`config.mk`:
```
export PLATFORM = sky130hd
export DESIGN_NAME = alu_share_arbiter
export DESIGN_NICKNAME = d
export VERILOG_FILES = /design/src/rtl/alu_share_arbiter.sv
export SDC_FILE = /design/constraint.sdc
export NUM_CORES = 1
export LEC_CHECK = 0
export ABC_CLOCK_PERIOD_IN_PS = 1270
export CAP_MARGIN = 5
export CORE_MARGIN = 2
export CORE_UTILIZATION = 37
export DETAILED_ROUTE_END_ITERATION = 8
export PLACE_DENSITY = 0.78
export SYNTH_ARGS = -nofsm -noshare
export SYNTH_HDL_FRONTEND = slang
export SYNTH_SLANG_ARGS = --single-unit
```
`constraint.sdc`:
```
create_clock -name clk_i -period 1.27 [get_ports clk_i]
set_input_delay 0.127 -clock clk_i [delete_from_list [all_inputs] [get_ports clk_i]]
set_output_delay 0.127 -clock clk_i [all_outputs]
set_load 0.01 [all_outputs]
```
`src/rtl/alu_share_arbiter.sv`:
```
// alu_share_arbiter: round-robin sharing of one ALU between two requesters
module alu_share_arbiter #(
  parameter int N = 4
) (
  input  logic         clk_i,
  input  logic         rst_n_i,
  input  logic [1:0]   req_valid_i,
  output logic [1:0]   req_ready_o,
  input  logic [N-1:0] a0_i,
  input  logic [N-1:0] b0_i,
  input  logic [2:0]   op0_i,
  input  logic [N-1:0] a1_i,
  input  logic [N-1:0] b1_i,
  input  logic [2:0]   op1_i,
  output logic [1:0]   rsp_valid_o,
  input  logic [1:0]   rsp_ready_i,
  output logic [N-1:0] rsp_result_o,
  output logic [1:0]   rsp_flags_o,
  output logic [N-1:0] alu_a_o,
  output logic [N-1:0] alu_b_o,
  output logic [2:0]   alu_opcode_o,
  input  logic [N-1:0] alu_result_i,
  input  logic [1:0]   alu_flags_i,
  output logic         busy_o
);
  typedef enum logic [1:0] {IDLE, EXEC, RESP} state_t;
  state_t state, state_n;
  logic [N-1:0] a_q, b_q;
  logic [2:0] op_q;
  logic win_q, prio_q, win, grant, done;
  always_comb begin
    win = (req_valid_i == 2'b11) ? prio_q : req_valid_i[1];
    grant = (state == IDLE) && |req_valid_i;
    done = (state == RESP) && rsp_ready_i[win_q];
    req_ready_o = grant ? (win ? 2'b10 : 2'b01) : 2'b00;
    rsp_valid_o = (state == RESP) ? (win_q ? 2'b10 : 2'b01) : 2'b00;
    busy_o = state != IDLE;
    alu_a_o = a_q;
    alu_b_o = b_q;
    alu_opcode_o = op_q;
    state_n = state;
    if (grant) state_n = EXEC;
    if (state == EXEC) state_n = RESP;
    if (done) state_n = IDLE;
  end
  always_ff @(posedge clk_i) begin
    if (!rst_n_i) begin
      state <= IDLE;
      a_q <= '0;
      b_q <= '0;
      op_q <= '0;
      win_q <= 1'b0;
      prio_q <= 1'b0;
      rsp_result_o <= '0;
      rsp_flags_o <= '0;
    end else begin
      state <= state_n;
      if (grant) begin
        a_q <= win ? a1_i : a0_i;
        b_q <= win ? b1_i : b0_i;
        op_q <= win ? op1_i : op0_i;
        win_q <= win;
      end
      if (state == EXEC) begin
        rsp_result_o <= alu_result_i;
        rsp_flags_o <= alu_flags_i;
      end
      if (done) prio_q <= ~win_q;
    end
  end
endmodule

```
==> key figures <==
Die
  • Core Region: 2500 um^2
  • Horiz. Die Dim: between 50 and 60 um
  • Die height: 55.79 um
  • Ports: 56
  • Initial Utilization: 39.69%
  • Cell Rows: 18
  • Die footprint: just over 3000 um^2

Power
  • Pwr Total: around 1.7 mW
  • Leak: between 0.6 and 0.7 nW
  • P per Cell Area: 1009 nW/um^2
  • Max VDD drop: 959.3 uV

Synthesis
  • Area contributors post-synth: dfxtp_1 (42%), mux2i_1 (7.1%), a31oi_1 (6.9%)
  • Fraction of registers with async set/reset: 0%
  • Cell variety after synth: 27
  • Post-synth EDFFs: 0
  • Sequential share of the synthesized area: 42.37%
  • Most common library cells after synthesis: dfxtp_1 (21), a31oi_1 (11), nand3_1 (11), nand4_1 (11), o21ai_1 (10)
  • Synth Area per Inst: 8.704 um^2
  • Area leader, netlist: dfxtp_1
  • Cells after synthesis: 114
  • Ys Warns: 0
  • Main flop type after synthesis: dfxtp_1
  • Synth top area share: 42.37%
  • Synth Register Bits: 21
  • Area of the mapped netlist: 992.2 um^2
  • Most common cell in the netlist: dfxtp_1
  • Syn Nets: approximately 150

Clock tree
  • CTS tree: done
  • Worst-Skew Late Latency: 0.30 ns
  • Clk buf depth: 2
  • Root Driver: clkbuf_4
  • CTS Sinks: 21
  • Worst-path clk slew: around 0.11 ns
  • CTS H-tree lvls: 1
  • CTS buffer count: 3

Placement
  • DP Wirelength: 2250 um
  • RePlAce Congestion: ~0.80
  • Pre-CTS WS: -0.4660 ns
  • PortBufs: 55

Outcome
  • Failing checks: setup timing
  • Status: complete, but fails checks

Timing
  • Setup violators final: 7
  • RSZ-0062 raised after global routing: true
  • Max-slew violation count: 0
  • Minimum clock period: 1.311 ns
  • Max Clk Rate: 762.5 MHz
  • Max-slew headroom: 57.23%
  • Final hold violations: 0
  • Worst-Margin Slew: 0.6408 ns
  • Fin crit share: 103.3%
  • Worst clock skew: 0.002229 ns
  • Slack of the critical path: -0.04145 ns

GRT
  • Initial antenna violation count: 0
  • First-pass GRT wire length: just over 5000 um
  • Largest net degree at the start of global routing: 21
  • Total global routing overflow: 0
  • GRT Total Usage: about 21%
  • Vias in the first global route: 1173

Finish
  • Post-layout util: between 60% and 70%
  • Layout cell share with drive strength beyond 1: roughly 18%
  • Final #Nets: 211
  • Area Overhead vs Synth: 65.32%
  • Fillers: about 220
  • # diodes: 0

Drt
  • Drt total wl: 3079 um
  • Via count: 1123
  • 1st-pass router iterations: 4
  • Drt wl/cell: approximately 15 um
  • DR vias/cell: 5.451
  • Drt first-iter violations: 39
  • DRC viols: 0
  • DRT antenna net count: 0

Worst setup path
  • Crit start category: flip-flop
  • Crit end category: output pin
  • Critical Path RT: 1.14 ns
  • Crit-path max FO: 3
  • WP data arrival: 1.18 ns
  • Crit Path Class: reg2out

Worst hold path
  • Hold WC Path Type: in2reg

Flow run
  • Max-Cap Viols: 0
[repair_timing]
action / in CTS / in global routing
pin swaps: 2 / 3
setup endpoints to repair: 39 / 12
resized for setup: 47 / 2
hold buffers: 0 / 0
setup buffers: 1 / 1
[path summary, 6_finish.rpt]
kind | start | to | slack (ns) | cells past startpoint
worst max-delay path | state[1] | req_ready_o[0] | -0.04 | 3
worst min-delay path | rst_n_i | win_q | 0.39 | 2
worst max register to register | state[1] | rsp_result_o[2] | -0.03 | 6
worst min register to register | alu_opcode_o[0] | alu_opcode_o[0] | 0.51 | 2
[per-layer routing]
metal,GRT usage (%),vias to the layer above,wire length (um)
met5,0,-,0
met4,5.226,0,23
met3,7.209,4,236
met2,36.90,52,1595
met1,23.10,529,1223
li1,-,538,-
[flip-flops by register name (all words and copies together), names as in the netlist]
register	count
alu_a_o	4
alu_b_o	4
alu_opcode_o	3
prio_q	1
rsp_flags_o	2
rsp_result_o	4
state	2
win_q	1
[worst max-delay path, cell delays in order (launching register included)]
cell and delay, ns:
dfxtp_4 0.39, nor3b_4 0.21, and2_1 0.15, buf_2 0.13
[layout make-up]
| cell class | count | area, um^2 | share of cell area [%] |
|---|---|---|---|
| clock buffers | 4 | 26.28 | 1.602 |
| flip-flops and latches | 21 | 429.2 | 26.16 |
| inverters | 2 | 7.507 | 0.4577 |
| multi-input cells | 79 | 505.5 | 30.82 |
| repair buffers | 70 | 634.4 | 38.67 |
| well taps | 30 | 37.54 | 2.288 |
[placed cells by master, fill, tap and decap left out, drive strengths merged]
master,Yosys,final
nand3b,1,1
a21oi,3,3
nand4,11,11
dfxtp,21,21
and3,1,1
o21bai,1,1
and3b,2,2
nor2b,2,2
mux2i,7,7
nand2b,1,1
clkdlybuf4s50,0,33
inv,2,2
nand3,11,11
clkbuf,3,5
nand2,3,3
and2,1,1
a31oi,11,11
dlygate4sd2,0,17
nor2,9,9
o21a,1,1
nor3b,2,2
o21ai,12,12
buf,9,19
[power by group]
group	switching, mW	internal, mW
logic	0.257	0.307
registers	0.0452	0.724
clock network	0.199	0.122
total	0.501	1.15
[metrics by stage]
step	TNS [ns]	instance area, um^2	std cells	hold slack (ns)
after floorplan	0	992.2	114	0.2445
after global placement	-4.787	1602	200	0.4729
after detailed placement	-6.232	1602	200	0.4867
after CTS	-0.08917	1633	205	0.3846
after global routing	-0.6275	1640	206	0.3701
final	-0.1370	1640	206	0.3887
[kinds of logic (layout without fill, tap and decap cells)]
kind of cell,Yosys count,in the layout,share of synthesized area [%]
mux,7,7,7.062
flops,21,21,42.37
buf+inv,14,76,8.448
compound gates,28,28,16.02
simple gates,44,44,26.11
Power figures use the tool's default switching activity.
